<file path="config.mk">
export PLATFORM = sky130hd
export DESIGN_NAME = dice_roll_ctrl
export DESIGN_NICKNAME = d
export VERILOG_FILES = /design/src/rtl/dice_roll_ctrl.sv
export SDC_FILE = /design/constraint.sdc
export NUM_CORES = 1
export LEC_CHECK = 0
export CAP_MARGIN = 20
export CORE_MARGIN = 2
export CORE_UTILIZATION = 63
export DETAILED_ROUTE_END_ITERATION = 12
export GPL_TIMING_DRIVEN = 0
export PLACE_DENSITY = 0.83
export SLEW_MARGIN = 0
export SYNTH_ARGS = -nofsm -noshare
export SYNTH_HDL_FRONTEND = slang
export SYNTH_SLANG_ARGS = --single-unit
</file>
<file path="constraint.sdc">
create_clock -name clk -period 3.3 [get_ports clk]
set_clock_uncertainty 0.1 [all_clocks]
set_input_delay 0.825 -clock clk [delete_from_list [all_inputs] [get_ports clk]]
set_output_delay 0.825 -clock clk [all_outputs]
set_load 0.005 [all_outputs]
</file>
<file path="src/rtl/dice_roll_ctrl.sv">
// Die-roll sequencer: spins a modulo-FACES face while roll is held, then slows down and stops.
// Latency: face/step/busy/done are registered and change one edge after the event that causes them.
// No backpressure: roll is ignored during the slow-down; a held roll restarts one cycle after done.
module dice_roll_ctrl #(
  parameter int FACES      = 6,
  parameter int BUS_SIZE   = 4,
  parameter int SLOW_STEPS = 4,
  parameter int DIV_W      = 8
) (
  input  logic                clk,
  input  logic                rst_n,
  input  logic                roll,
  output logic [BUS_SIZE-1:0] face,
  output logic                step,
  output logic                busy,
  output logic                done
);

  localparam int STEP_W = (SLOW_STEPS < 2) ? 1 : $clog2(SLOW_STEPS + 1);

  localparam logic [BUS_SIZE-1:0] LAST_IDX  = BUS_SIZE'(FACES - 1);
  localparam logic [BUS_SIZE-1:0] ONE_B     = BUS_SIZE'(1);
  localparam logic [STEP_W-1:0]   LAST_STEP = STEP_W'(SLOW_STEPS - 1);
  localparam logic [STEP_W-1:0]   ONE_S     = STEP_W'(1);
  localparam logic [DIV_W-1:0]    ONE_D     = DIV_W'(1);
  localparam logic [DIV_W-1:0]    TWO_D     = DIV_W'(2);

  typedef enum logic [1:0] {IDLE, SPIN, SLOW, DONE} state_t;

  state_t              state, state_n;
  logic [BUS_SIZE-1:0] idx, idx_n, idx_adv;
  logic [DIV_W-1:0]    tick, tick_n;
  logic [DIV_W-1:0]    interval, interval_n;
  logic [STEP_W-1:0]   steps, steps_n;
  logic [BUS_SIZE-1:0] face_n;
  logic                step_n, busy_n, done_n;

  // Wrap-around successor of the current face index.
  always_comb begin
    idx_adv = (idx == LAST_IDX) ? '0 : idx + ONE_B;
  end

  // Next-state and next-output logic; every output is registered below.
  always_comb begin
    state_n    = state;
    idx_n      = idx;
    tick_n     = tick;
    interval_n = interval;
    steps_n    = steps;
    face_n     = face;
    step_n     = 1'b0;
    busy_n     = busy;
    done_n     = 1'b0;

    case (state)
      IDLE: begin
        // Free-running index: the human's press timing supplies the randomness.
        idx_n  = idx_adv;
        busy_n = 1'b0;
        if (roll) begin
          state_n = SPIN;
          busy_n  = 1'b1;
        end
      end

      SPIN: begin
        if (roll) begin
          idx_n  = idx_adv;
          face_n = idx_adv + ONE_B;
          step_n = 1'b1;
        end else begin
          state_n    = SLOW;
          interval_n = TWO_D;
          tick_n     = '0;
          steps_n    = '0;
        end
      end

      SLOW: begin
        if (tick == interval - ONE_D) begin
          idx_n   = idx_adv;
          face_n  = idx_adv + ONE_B;
          tick_n  = '0;
          steps_n = steps + ONE_S;
          // Doubling stops once the top bit is set, which is the saturation value.
          interval_n = interval[DIV_W-1] ? interval : (interval << 1);
          if (steps == LAST_STEP) begin
            // The final advance is reported by done rather than step so the two never overlap.
            state_n = DONE;
            busy_n  = 1'b0;
            done_n  = 1'b1;
          end else begin
            step_n = 1'b1;
          end
        end else begin
          tick_n = tick + ONE_D;
        end
      end

      DONE: begin
        state_n = IDLE;
        busy_n  = 1'b0;
      end

      default: begin
        state_n = IDLE;
        busy_n  = 1'b0;
      end
    endcase
  end

  // State, datapath and output registers with synchronous active-low reset.
  always_ff @(posedge clk) begin
    if (!rst_n) begin
      state    <= IDLE;
      idx      <= '0;
      tick     <= '0;
      interval <= ONE_D;
      steps    <= '0;
      face     <= '0;
      step     <= 1'b0;
      busy     <= 1'b0;
      done     <= 1'b0;
    end else begin
      state    <= state_n;
      idx      <= idx_n;
      tick     <= tick_n;
      interval <= interval_n;
      steps    <= steps_n;
      face     <= face_n;
      step     <= step_n;
      busy     <= busy_n;
      done     <= done_n;
    end
  end

endmodule

</file>
==> flow_metrics.env <==
export IMPL_setup_viol=0
export IMPL_vias_per_cell=6.00
export IMPL_hp_start="steps[1]$_SDFFE_PN0P_"
export IMPL_clkTransAtPathRegs_ns=0.10
export IMPL_vias=1536
export IMPL_yosysUniqueCellTypes=48
export IMPL_syn_cell_area_um2=1760
export IMPL_wire_per_inst_um=15.1
export IMPL_clock_sinks=32
export IMPL_top_layer="met4"
export IMPL_p_per_area_nw_per_um2=774
export IMPL_die_h_um=56.9
export IMPL_drt_met1_wl_um=1740
export IMPL_fp_dieW_um=56.9
export IMPL_hold_class="reg -> reg"
export IMPL_synth_top_area_frac=0.363
export IMPL_synthTopCellsByArea="dfxtp_1 36%, nand2_1 6.2%, ha_1 5.7%"
export IMPL_max_slew_worst_pin_slew_ns=0.527
export IMPL_clk_latency_ns=0.33
export IMPL_pwr_share_seq=0.336
export IMPL_drcViolationCount=0
export IMPL_path_max_fanout=10
export IMPL_dpl_worst_slack_ns=0.568
export IMPL_critPathRequiredTime_ns=3.47
export IMPL_num_antenna_cells=0
export IMPL_ant_nets=0
export IMPL_drv_slew=0
export IMPL_start_util=0.651
export IMPL_pwr_share_clk=0.163
export IMPL_hpwl_um=2850
export IMPL_cts_buffers=5
export IMPL_grt_setup_unrepaired="false"
export IMPL_setup_worst_path_end_class="flop"
export IMPL_timing_rr_start="interval[0]$_SDFFE_PN1P_"
export IMPL_period_needed_ns=2.65
export IMPL_ys_flop_type="dfxtp_1"
export IMPL_r2r_end="state[1]$_SDFFE_PN0P_"
export IMPL_area_growth_pct=11.0
export IMPL_switching_share=0.422
export IMPL_drt_iter0_drc=50
export IMPL_synth_edf_count=0
export IMPL_fin_nets=236
export IMPL_clock_fmax_mhz=377
export IMPL_synthTopCellsByCount="32 x dfxtp_1, 29 x nand2_1, 12 x nand3_1"
export IMPL_slew_headroom=0.645
export IMPL_antenna_found_initial=0
export IMPL_cts_htree_levels=2
export IMPL_path_cells="inv_1, ha_1, nor3b_1, xnor2_1, nand3_1, nor4_4, a21oi_2, buf_6, nor3_1, mux2i_1"
export IMPL_root_buffer="clkbuf_4"
export IMPL_track_usage=0.265
export IMPL_synth_nets=220
export IMPL_gp_congestion=0.838
export IMPL_avgSynthCellArea_um2=8.44
export IMPL_totalWireLength_um=3870
export IMPL_synth_warning_count=0
export IMPL_hold_buffers=0
export IMPL_cp_slowest_cell="nor3_1"
export IMPL_post_cts_buffers=0
export IMPL_coreArea_um2=2710
export IMPL_cts_tree="yes"
export IMPL_period_share=0.803
export IMPL_drive_gt1_frac=0.0711
export IMPL_grt_ovfl_total=0
export IMPL_grt_first_pass_wirelength_um=6630
export IMPL_die_area_um2=3240
export IMPL_grt_pass1_vias=1504
export IMPL_numPortBuffers=9
export IMPL_dr_wl_met2_um=1900
export IMPL_hold_path_endpoint="steps[1]$_SDFFE_PN0P_"
export IMPL_status="complete, no violations"
export IMPL_yosys_area_top_type="dfxtp_1"
export IMPL_cts_resized=0
export IMPL_ff2ff_path_depth=10
export IMPL_fin_ws_ns=0.649
export IMPL_p_int_w=0.000876
export IMPL_cap_violations=0
export IMPL_grt_max_degree=11
export IMPL_switching_power_w=0.000639
export IMPL_wl_met3_um=159
export IMPL_finalSetupTns_ns=0
export IMPL_yosysMostFrequentCell="dfxtp_1"
export IMPL_peakVddDrop_mv=0.594
export IMPL_pin_count=10
export IMPL_first_pass_iters=4
export IMPL_p_leak_nw=0.724
export IMPL_async_reset_ff_frac=0
export IMPL_cts_buffer_depth=2
export IMPL_start_kind="flop"
export IMPL_yosysSeqAreaShare=0.363
export IMPL_p_comb_frac=0.501
export IMPL_final_hold_viol_count=0
export IMPL_syn_inst=209
export IMPL_worstHoldPathCells=2
export IMPL_max_stage_delay_ns=0.38
export IMPL_yosys_register_bits=32
export IMPL_rows=19
export IMPL_regToRegSetupSlack_ns=0.65
export IMPL_critPathKind="reg -> reg"
export IMPL_arrival_ns=2.82
==> cells in the final DEF (no fill, tap or decap), types with 6 or more instances in the layout <==
master,count
nand3_1,12
xor2_1,6
xnor2_1,10
inv_1,10
clkdlybuf4s50_1,9
nor2_1,7
dfxtp_1,32
a21oi_1,9
nor3_1,11
ha_1,8
nor2b_1,6
o21ai_0,8
nand2_1,29
==> power by group through the flow <==
stage                     Combinational (W)  Clock, W  Sequential [W]
after floorplan                    0.000561         0        0.000503
after global placement             0.000696         0        0.000508
after detailed placement           0.000736         0        0.000514
after CTS                          0.000748  0.000248        0.000506
after global routing               0.000841  0.000263        0.000515
final                              0.000759  0.000247        0.000508
==> metal layers <==
layer,vias to the layer above,GRT usage
met1,718,0.325
met3,9,0.0645
met5,-,0
met4,0,0.123
li1,779,-
met2,30,0.437
==> metrics by stage <==
step                      area [um^2]  hold slack, ns  utilization  std cells  total power [W]
final                            1960           0.373        0.722        256          0.00151
after global routing             1960           0.385        0.722        256          0.00162
after CTS                        1960           0.374        0.722        256          0.00150
after detailed placement         1890           0.361        0.698        249          0.00125
after global placement           1890           0.341        0.698        249          0.00120
after floorplan                  1760           0.333            -        209          0.00106
==> state kept, by name (all words and copies together), names as in the netlist, 2 cells and up <==
| signal | flops |
|---|---|
| tick | 8 |
| face | 4 |
| state | 2 |
| idx | 4 |
| steps | 3 |
| interval | 8 |
==> cell families (layout without fill, tap and decap cells) <==
kind of cell               after synthesis  count (layout)  synth area share
xor gates and xnor gates                16              16            0.0795
buffers and inverters                   20              36            0.0490
AOI/OAI and AO/OA                       43              43             0.166
muxes                                    4               4            0.0227
adders and majority gates                8               8            0.0568
DFF                                     32              32             0.363
and+or+nand+nor                         86              86             0.263
==> layout make-up <==
cell class | count | area, um^2
Buffer | 9 | 45.0
Inverter | 11 | 41.3
Sequential cell | 32 | 641
Tap cell | 31 | 38.8
Multi-Input combinational cell | 157 | 1040
Timing Repair Buffer | 9 | 90.1
Fill cell | 217 | 753
Clock buffer | 7 | 65.1
==> worst max-delay path, delay by kind of cell, from the launching register on <==
kind	cells	cell delay, ns
buf+inv	2	0.30
xor+xnor	1	0.15
flops	1	0.36
fa+ha+maj	1	0.29
mux	1	0.24
simple gates	4	1.02
compound gates	1	0.15
==> worst max-delay path by stage <==
| stage | cells after the start | start | end |
|---|---|---|---|
| 3_3_place_gp | 5 | roll | interval[1]$_SDFFE_PN0P_ |
| 5_1_grt | 10 | interval[0]$_SDFFE_PN1P_ | state[1]$_SDFFE_PN0P_ |
| 3_5_place_dp | 7 | roll | tick[5]$_SDFFE_PN0P_ |
| 2_1_floorplan | 9 | interval[0]$_SDFFE_PN1P_ | face[2]$_SDFFE_PN0P_ |
| 4_1_cts | 10 | interval[0]$_SDFFE_PN1P_ | state[1]$_SDFFE_PN0P_ |
| 6_report | 10 | interval[0]$_SDFFE_PN1P_ | state[1]$_SDFFE_PN0P_ |
Note: power is estimated with default switching activity, not from simulation.
